**config.mk**
```make
export PLATFORM = sky130hd
export DESIGN_NAME = result_bcd_formatter
export DESIGN_NICKNAME = d
export VERILOG_FILES = /design/src/rtl/calc_pkg.sv /design/src/rtl/bcd_dabble_step.sv /design/src/rtl/result_bcd_formatter.sv
export SDC_FILE = /design/constraint.sdc
export NUM_CORES = 1
export LEC_CHECK = 0
export ABC_CLOCK_PERIOD_IN_PS = 2000
export CORE_MARGIN = 2
export CORE_UTILIZATION = 45
export CTS_BUF_LIST = sky130_fd_sc_hd__clkbuf_4 sky130_fd_sc_hd__clkbuf_8
export DETAILED_ROUTE_END_ITERATION = 16
export DONT_BUFFER_PORTS = 1
export HOLD_SLACK_MARGIN = 0.12
export SETUP_SLACK_MARGIN = 0.3
export SYNTH_ARGS = -nofsm -noshare
export SYNTH_HDL_FRONTEND = slang
export SYNTH_SLANG_ARGS = --single-unit
```
**constraint.sdc**
```tcl
create_clock -name clk -period 2 [get_ports clk]
set_input_delay 0.4 -clock clk [delete_from_list [all_inputs] [get_ports clk]]
set_output_delay 0.4 -clock clk [all_outputs]
set_load 0.005 [all_outputs]
```
**src/rtl/calc_pkg.sv**
```systemverilog
// calc_pkg: shared definitions for the calculator result path.
//
// Contents:
//   BCD_DIGITS    - number of decimal digits on the display path.
//   BIN_WIDTH     - width of the binary result coming out of the ALU.
//   DABBLE_LAST   - terminal value of the 4-bit shift counter.
//   DIV0_SENTINEL - raw value the divider drives on divide-by-zero. It is
//                   documented here for reference only; the formatter never
//                   decodes it and relies solely on the in_err flag.
//   fmt_state_t   - formatter FSM states.
package calc_pkg;

    localparam int BCD_DIGITS = 5;
    localparam int BIN_WIDTH  = 16;

    localparam logic [3:0]  DABBLE_LAST   = 4'd15;
    localparam logic [15:0] DIV0_SENTINEL = 16'hFFFE;

    typedef enum logic [1:0] {
        IDLE  = 2'd0,
        SHIFT = 2'd1,
        DONE  = 2'd2
    } fmt_state_t;

endpackage

```
**src/rtl/bcd_dabble_step.sv**
```systemverilog
// bcd_dabble_step: one combinational shift-and-add-3 step.
//
// Ports:
//   bcd      in  4*DIGITS  packed BCD accumulator, digit 0 in [3:0]
//   shift_in in  1         next binary bit (MSB first) to shift into the LSB
//   bcd_next out 4*DIGITS  corrected, shifted accumulator
//
// Each digit that is 5 or more gets +3 before the shift, so that the doubling
// carries correctly into the next decimal digit.
module bcd_dabble_step #(
    parameter int DIGITS = 5
) (
    input  logic [4*DIGITS-1:0] bcd,
    input  logic                shift_in,
    output logic [4*DIGITS-1:0] bcd_next
);

    logic [4*DIGITS-1:0] adj;
    // The bit shifted out of the top digit. With a 16-bit magnitude the value
    // never exceeds 65535, so this bit is always zero and is dropped.
    logic                unused_carry;

    always_comb begin
        adj = '0;
        for (int i = 0; i < DIGITS; i++) begin
            if (bcd[4*i +: 4] >= 4'd5) begin
                adj[4*i +: 4] = bcd[4*i +: 4] + 4'd3;
            end else begin
                adj[4*i +: 4] = bcd[4*i +: 4];
            end
        end
        bcd_next     = {adj[4*DIGITS-2:0], shift_in};
        unused_carry = adj[4*DIGITS-1];
    end

endmodule

```
**src/rtl/result_bcd_formatter.sv**
```systemverilog
// result_bcd_formatter: sequential binary-to-BCD converter for the calculator
// result path. Converts a 16-bit ALU result (signed or unsigned) into a sign
// flag plus five BCD digits, one double-dabble step per clock.
//
// Ports:
//   clk        in   1   clock, rising edge
//   rst        in   1   synchronous, active-high reset
//   in_valid   in   1   in_data/in_signed/in_err valid
//   in_ready   out  1   high only while idle
//   in_data    in   16  binary result
//   in_signed  in   1   1 = two's complement, 0 = unsigned
//   in_err     in   1   divide-by-zero; data ignored
//   out_valid  out  1   result fields valid, held until accepted
//   out_ready  in   1   display driver accepts
//   out_bcd    out  20  digit 4 (MSD) in [19:16] ... digit 0 in [3:0]
//   out_neg    out  1   result negative
//   out_err    out  1   error result, out_bcd = 0
//
// Handshake: a transfer happens on a rising edge where valid and ready are
// both high. The producer holds valid and its payload stable until then, and
// valid never drops before the transfer. out_* stay frozen while out_valid=1.
//
// Latency from the accept edge T: out_valid rises after edge T+16 for a
// normal result and after edge T+1 for an error result.
module result_bcd_formatter
    import calc_pkg::*;
#(
    parameter int WIDTH  = BIN_WIDTH,
    parameter int DIGITS = BCD_DIGITS
) (
    input  logic                clk,
    input  logic                rst,
    input  logic                in_valid,
    output logic                in_ready,
    input  logic [WIDTH-1:0]    in_data,
    input  logic                in_signed,
    input  logic                in_err,
    output logic                out_valid,
    input  logic                out_ready,
    output logic [4*DIGITS-1:0] out_bcd,
    output logic                out_neg,
    output logic                out_err
);

    fmt_state_t          state;
    logic [WIDTH-1:0]    mag;
    logic [4*DIGITS-1:0] bcd;
    logic [4*DIGITS-1:0] bcd_next;
    logic [3:0]          cnt;
    logic                neg_q;
    logic                err_q;
    logic                in_neg;

    assign in_neg = in_signed & in_data[WIDTH-1];

    bcd_dabble_step #(
        .DIGITS (DIGITS)
    ) u_step (
        .bcd      (bcd),
        .shift_in (mag[WIDTH-1]),
        .bcd_next (bcd_next)
    );

    always_ff @(posedge clk) begin
        if (rst) begin
            state     <= IDLE;
            mag       <= '0;
            bcd       <= '0;
            cnt       <= '0;
            neg_q     <= 1'b0;
            err_q     <= 1'b0;
            in_ready  <= 1'b1;
            out_valid <= 1'b0;
            out_bcd   <= '0;
            out_neg   <= 1'b0;
            out_err   <= 1'b0;
        end else begin
            case (state)
                IDLE: begin
                    if (in_valid) begin
                        // Magnitude is kept unsigned, so -32768 becomes 32768.
                        mag      <= in_neg ? (~in_data + {{(WIDTH-1){1'b0}}, 1'b1})
                                           : in_data;
                        neg_q    <= in_neg;
                        err_q    <= in_err;
                        bcd      <= '0;
                        cnt      <= '0;
                        in_ready <= 1'b0;
                        state    <= SHIFT;
                    end
                end

                SHIFT: begin
                    if (err_q) begin
                        // Error overrides data and sign: one cycle, then done.
                        out_bcd   <= '0;
                        out_neg   <= 1'b0;
                        out_err   <= 1'b1;
                        out_valid <= 1'b1;
                        state     <= DONE;
                    end else begin
                        bcd <= bcd_next;
                        mag <= {mag[WIDTH-2:0], 1'b0};
                        cnt <= cnt + 4'd1;
                        if (cnt == DABBLE_LAST) begin
                            out_bcd   <= bcd_next;
                            out_neg   <= neg_q;
                            out_err   <= 1'b0;
                            out_valid <= 1'b1;
                            state     <= DONE;
                        end
                    end
                end

                DONE: begin
                    if (out_ready) begin
                        out_valid <= 1'b0;
                        in_ready  <= 1'b1;
                        state     <= IDLE;
                    end
                end

                default: begin
                    state <= IDLE;
                end
            endcase
        end
    end

endmodule

```
==> run_results.csv, run 1 <==
group,metric,value,unit
route,wl_per_cell,15.8,µm
critical_path,r2r-end,"out_bcd[12]",
route,viasPerCell,5.61,
cells_and_area,fin_area,0.00378,mm²
cells_and_area,synthToLayoutAreaGrowth,13.0,%
power,clock_power_share,36.6,%
timing,fin_skew,0.00989,ns
yosys,synth-seq-area-share,40.7,%
critical_path,worst-r2r-setup-slack,0.38,ns
grt,track_usage,20.9,%
clock_network,clock_latency,0.34,ns
clock_network,h-tree-depth,3,
critical_path,endpoint,"out_bcd[12]",
timing,tns,0,ns
clock_network,cts_tree,"built",
timing,drv_slew,0,
timing,tightest_slew,0.519,ns
power,pwr-share-seq,51.1,%
grt,antenna_found_initial,0,
timing,finalSetupViolCount,0,
power,vdd_drop_max,0.291,mV
floorplanning,die_y,90.2,µm
yosys,yosys_warnings,0,
floorplanning,die_x,90.2,µm
yosys,async_flop_share,0,%
min_path,worstHoldPathType,"primary input to register",
yosys,syn-cell-area,0.00334,mm²
place,globalplace.congestion,0.801,
yosys,ys.flop_type,"dfxtp_1",
critical_path,r2r_start,"bcd[8]",
cells_and_area,nets,454,
cells_and_area,num-fill-cells,745,
yosys,yosysMostFrequentCell,"dfxtp_1",
power,p_sw_share,28.2,%
floorplanning,num_io_pins,46,
power,p_per_area,742,mW/mm²
yosys,syn_inst,415,
timing,slew_headroom,65.3,%
cells_and_area,diodes,0,
place,placed_cell_area,0.00349,mm²
yosys,synth_area_per_cell,8.05,µm²
timing,post-route-min-period,1.62,ns
yosys,ys_ff_latch,68,
clock_network,clock_sinks,68,
grt,grt_max_degree,50,
critical_path,r2r_cells,7,
yosys,synth_cell_types,44,
clock_network,clk_pin_slew,0.08,ns
yosys,synth_top_area_share,40.7,%
place,numPortBuffers,0,
critical_path,cp_slowest_cell,"or3b_2",
clock_network,numCtsBuffers,9,
critical_path,worstSetupEndpointType,"register",
route,vias,2942,
power,intPower,2.01,mW
status,run_status,"finished clean",
floorplanning,placementRows,31,
clock_network,cts_buffer_depth,2,
floorplanning,initial_core_util,46.3,%
yosys,synthTopCellsByCount,"68 x dfxtp_1, 66 x nor2_1, 42 x a21oi_1",
yosys,synth_edf_count,0,
yosys,yosys.area.top_type,"dfxtp_1",
route,drc_errors,0,
critical_path,worstPathMaxFanout,5,
timing,fmax,616,MHz
clock_network,clock-root-buffer,"clkbuf_8",
min_path,holdPathStages,1,
yosys,yosys-top-cells-area,"dfxtp_1 41%, nor2_1 7.4%, a21oi_1 6.3%, a22oi_1 6.1%, ha_1 4.5%",
grt,grt_pass1_vias,2775,
critical_path,path_class,"register to register",
critical_path,cp_cell_sequence,"inv_1, ha_1, nand2b_1, or3b_2, a21oi_2, a22oi_1, nor2_1",
route,ant_nets,0,
timing,fin_crit_sh,81.2,%
power,power.switching,0.792,mW
route,drt-pass1-iter-count,4,
power,leakage,1.37,nW
critical_path,crit_arrival,1.91,ns
route,wirelength,8.26,mm
grt,grt_overflow,0,
power,power_frac_comb,12.3,%
critical_path,crit_required,2.29,ns
floorplanning,coreArea,0.00721,mm²
cells_and_area,final_layout_size_suffix_gt1_share,13.9,%
critical_path,slowest_delay,0.46,ns
place,dp_hpwl,5.54,mm
grt,grt_pass1_wl,13.7,mm
timing,rsz0062_at_grt,"true",
timing,hold_viol_final,0,
critical_path,cp-start-kind,"register",
critical_path,crit_path_start,"bcd[8]",
route,drt_iter0_drc,117,
yosys,syn_nets,449,
floorplanning,die-area,0.00813,mm²
flow_run,max_cap_violations,0,
## layout make-up
class | instances | area [µm²] | share of cell area, %
tap | 99 | 124 | 3.28
multi-input combinational | 307 | 1870 | 49.5
inverter | 15 | 56.3 | 1.49
clock inverter | 6 | 40.0 | 1.06
clock buffer | 10 | 138 | 3.64
timing repair buffer | 19 | 175 | 4.64
sequential | 68 | 1380 | 36.4
## cells in the final DEF (no fill, tap or decap), types with 6 or more instances in the layout
master    netlist  final
nor2_1         66     66
dfxtp_1        68     61
a21oi_1        42     35
nand2_1        31     30
a22oi_1        27     27
o21ai_0        19     18
inv_1          15     15
buf_4           0     14
ha_1           12     12
xnor2_1        11     11
nand3_1        10     10
nor3_1         10     10
clkbuf_8        0     10
a31oi_1         8      8
nand2b_1        7      7
a21oi_2         1      7
xor2_1          7      7
nor3b_1         6      6
a211oi_1        6      6
## metrics by stage
stage,hold slack (ns),worst slack (ns),instances,power [mW],utilization (%)
3_5_place_dp,0.441,0.206,504,1.77,48.3
6_report,0.152,0.376,524,2.80,52.3
2_1_floorplan,0.432,0.346,415,1.69,-
3_3_place_gp,0.435,0.264,504,1.77,48.3
4_1_cts,0.121,0.308,523,2.82,51.4
5_1_grt,0.134,0.267,524,2.94,52.3
## flip-flops by register name, summed over array words and instances (netlist names), 2 cells and up
name / flops
mag: 16
state: 2
cnt: 4
out_bcd: 20
bcd: 20
## worst max-delay path: cells and delay by family (launching register included)
family                   cells  cell delay (ns)
AO/OA/AOI/OAI                2             0.29
adder cells (fa/ha/maj)      1             0.22
flip-flops                   1             0.38
buffers and inverters        1             0.04
AND/OR/NAND/NOR              3             0.64
## per-layer routing
layer / vias to the layer above / track usage [%] / part of all wire, %
met5: - / 0 / 0
met4: 0 / 7.31 / 1.1
met3: 11 / 5.78 / 5.8
met2: 76 / 32.6 / 45
met1: 1392 / 27.8 / 48
li1: 1463 / - / -
## worst min-delay path by stage
stage	slack (ns)	endpoint	startpoint
after CTS	0.12	bcd[18]	rst
after floorplan	0.43	mag[9]	mag[9]
after detailed placement	0.44	mag[9]	mag[9]
after global placement	0.44	mag[9]	mag[9]
after global routing	0.13	mag[14]	rst
final	0.15	out_bcd[14]	rst
## logic make-up (layout without fill, tap and decap cells)
kind of cell             count (synthesis)  after routing  share of synthesized area [%]
buffers and inverters                   40             50                           4.83
XOR/XNOR                                18             18                           4.72
flip-flops                              68             68                           40.7
multiplexers                             4              4                           1.20
adder cells (fa/ha/maj)                 12             12                           4.49
AO/OA/AOI/OAI                          117            117                           21.8
AND/OR/NAND/NOR                        156            156                           22.3
## what timing repair did
action                                  in CTS  in global routing
gates resized for setup                      3                 20
endpoints found under the setup margin      12                 49
buffers inserted                             0                  0
pin swaps                                    0                  2
hold buffers                                 3                  1
endpoints found under the hold margin       49                  1
## power groups by stage
stage          Clock [mW]  Sequential, mW  Combinational [mW]
6_report             1.03            1.43               0.344
4_1_cts              1.04            1.43               0.340
3_5_place_dp            0            1.46               0.309
3_3_place_gp            0            1.46               0.306
5_1_grt              1.12            1.44               0.384
2_1_floorplan           0            1.46               0.238
(Power assumes the default switching activity.)
==> run 2, diff against run 1 <==
Settings changed: ABC_CLOCK_PERIOD_IN_PS 2000 to 1500.
Clock period 2 ns to 1.5 ns, I/O delays scaled along.
==> run_results.csv, run 2 (synthesized netlist as in run 1, its figures left out) <==
group,metric,value,unit
status,run_status,"finished clean",
grt,grt_pass1_wl,15.2,mm
min_path,worstHoldPathType,"primary input to register",
grt,grt_max_degree,65,
grt,antenna_found_initial,0,
critical_path,path_class,"register to register",
floorplanning,die_y,90.2,µm
cells_and_area,layout_common_cells,"59 x nor2_1, 52 x dfxtp_1, 48 x buf_4",
power,p_sw_share,28.7,%
route,drc_errors,0,
cells_and_area,fin_cells,589,
clock_network,h-tree-depth,3,
power,power_frac_comb,20.3,%
place,place_inst,531,
power,pwr-share-seq,44.2,%
floorplanning,die_x,90.2,µm
timing,hold_viol_final,0,
power,p_per_area,801,mW/mm²
floorplanning,die-area,0.00813,mm²
floorplanning,num_io_pins,46,
cells_and_area,fin_area,0.00542,mm²
route,drt-pass1-iter-count,4,
critical_path,worstPathMaxFanout,8,
cells_and_area,final_layout_size_suffix_gt1_share,54.5,%
power,intPower,3.10,mW
floorplanning,placementRows,31,
clock_network,cts_buffer_depth,2,
place,placed_cell_area,0.00393,mm²
clock_network,clock-root-buffer,"clkbuf_8",
critical_path,crit_arrival,1.78,ns
power,power.switching,1.25,mW
timing,fin_skew,0.00968,ns
route,vias,3367,
grt,track_usage,23.0,%
route,ant_nets,0,
cells_and_area,nets,519,
power,fin_total_pwr,4.35,mW
timing,drv_slew,0,
place,dp_hpwl,5.81,mm
clock_network,numCtsBuffers,9,
grt,grt_overflow,0,
floorplanning,initial_core_util,46.3,%
clock_network,cts_tree,"built",
critical_path,cp_slowest_cell,"or4_4",
timing,fmax,668,MHz
critical_path,worstSetupEndpointType,"register",
cells_and_area,layout_commonest_cell,"nor2_1",
grt,grt_pass1_vias,3132,
power,leakage,1.94,nW
timing,fin_crit_sh,99.8,%
clock_network,clock_sinks,68,
timing,slew_headroom,70.3,%
floorplanning,coreArea,0.00721,mm²
critical_path,cp_cell_sequence,"nand2b_4, a21o_4, or4_4, a21oi_2",
power,clock_power_share,35.5,%
timing,finalSetupViolCount,0,
place,numPortBuffers,0,
route,wirelength,11.1,mm
clock_network,clk_pin_slew,0.08,ns
place,globalplace.congestion,0.810,
timing,tightest_slew,0.445,ns
clock_network,clock_latency,0.35,ns
min_path,holdPathStages,1,
timing,rsz0062_at_grt,"true",
power,vdd_drop_max,0.510,mV
cells_and_area,num-fill-cells,507,
critical_path,r2r_cells,4,
timing,hold-worst-slack,0.0141,ns
route,drt_iter0_drc,172,
timing,post-route-min-period,1.50,ns
route,wl_per_cell,18.8,µm
flow_run,max_cap_violations,0,
critical_path,slowest_delay,0.46,ns
critical_path,cp-start-kind,"register",
cells_and_area,top_regs,"bcd: 20 flops, out_bcd: 20 flops, mag: 16 flops",
cells_and_area,diodes,0,
cells_and_area,synthToLayoutAreaGrowth,62.3,%
critical_path,crit_required,1.78,ns
route,viasPerCell,5.72,
run 2: changes by cell type in the layout (fill, tap and decap cells not counted), moves of 12 or more:
cell / delta
inv_1: -12
buf_6: +26
a22oi_2: +16
ha_4: +12
a21oi_1: -21
a21oi_2: +14
a22oi_1: -16
o21ai_0: -12
ha_1: -12
buf_4: +34
run 2: metrics by stage:
stage	util [%]	setup WS, ns	setup TNS (ns)
floorplan	-	-0.127	-0.366
detailed placement	54.4	-0.178	-0.553
finish	75.2	0.00369	0
CTS	63.9	0.0220	0
global route	75.2	-0.0640	-0.356
global placement	54.4	-0.0796	-0.136
run 2: timing repair:
action                                 CTS  global route
cloned                                   1             5
pin swaps                               31            75
gates resized for setup                 96           117
endpoints found under the hold margin   62            62
buffers inserted                        11            25
setup endpoints to repair               66            67
run 2: power by group through the flow:
stage	clock network, mW	registers (mW)	logic, mW
floorplan	0	1.95	0.402
global placement	0	1.95	0.495
detailed placement	0	1.95	0.501
CTS	1.53	1.91	0.554
global route	1.62	1.93	0.933
finish	1.54	1.92	0.883
run 2: worst max-delay path: cells and delay by family, from the launching register on:
kind	cells	cell delay [ns]
AND/OR/NAND/NOR	2	0.62
AO/OA/AOI/OAI	2	0.44
flip-flops	1	0.37
run 2: area by class of cell:
class,count,area (µm²),share of cell area [%]
Tap cell,99,124,2.28
Timing Repair Buffer,82,823,15.2
Inverter,15,88.8,1.64
Multi-Input combinational cell,309,2800,51.5
Clock buffer,11,139,2.56
Clock inverter,5,52.6,0.969
Sequential cell,68,1400,25.8
run 2: path summary, 6_finish.rpt:
kind,end,startpoint,slack (ns)
setup / recovery,cnt[3],state[0],0.004
hold / removal,mag[7],rst,0.01
setup reg to reg,cnt[3],state[0],0.004
hold reg to reg,mag[9],mag[9],0.45
run 2: layer usage:
metal | track usage (%) | share of wire (%) | up-vias
li1 | - | - | 1607
met5 | 0 | 0 | -
met3 | 4.78 | 5.5 | 20
met4 | 9.36 | 2.0 | 0
met1 | 29.9 | 42 | 1637
met2 | 37.4 | 50 | 103
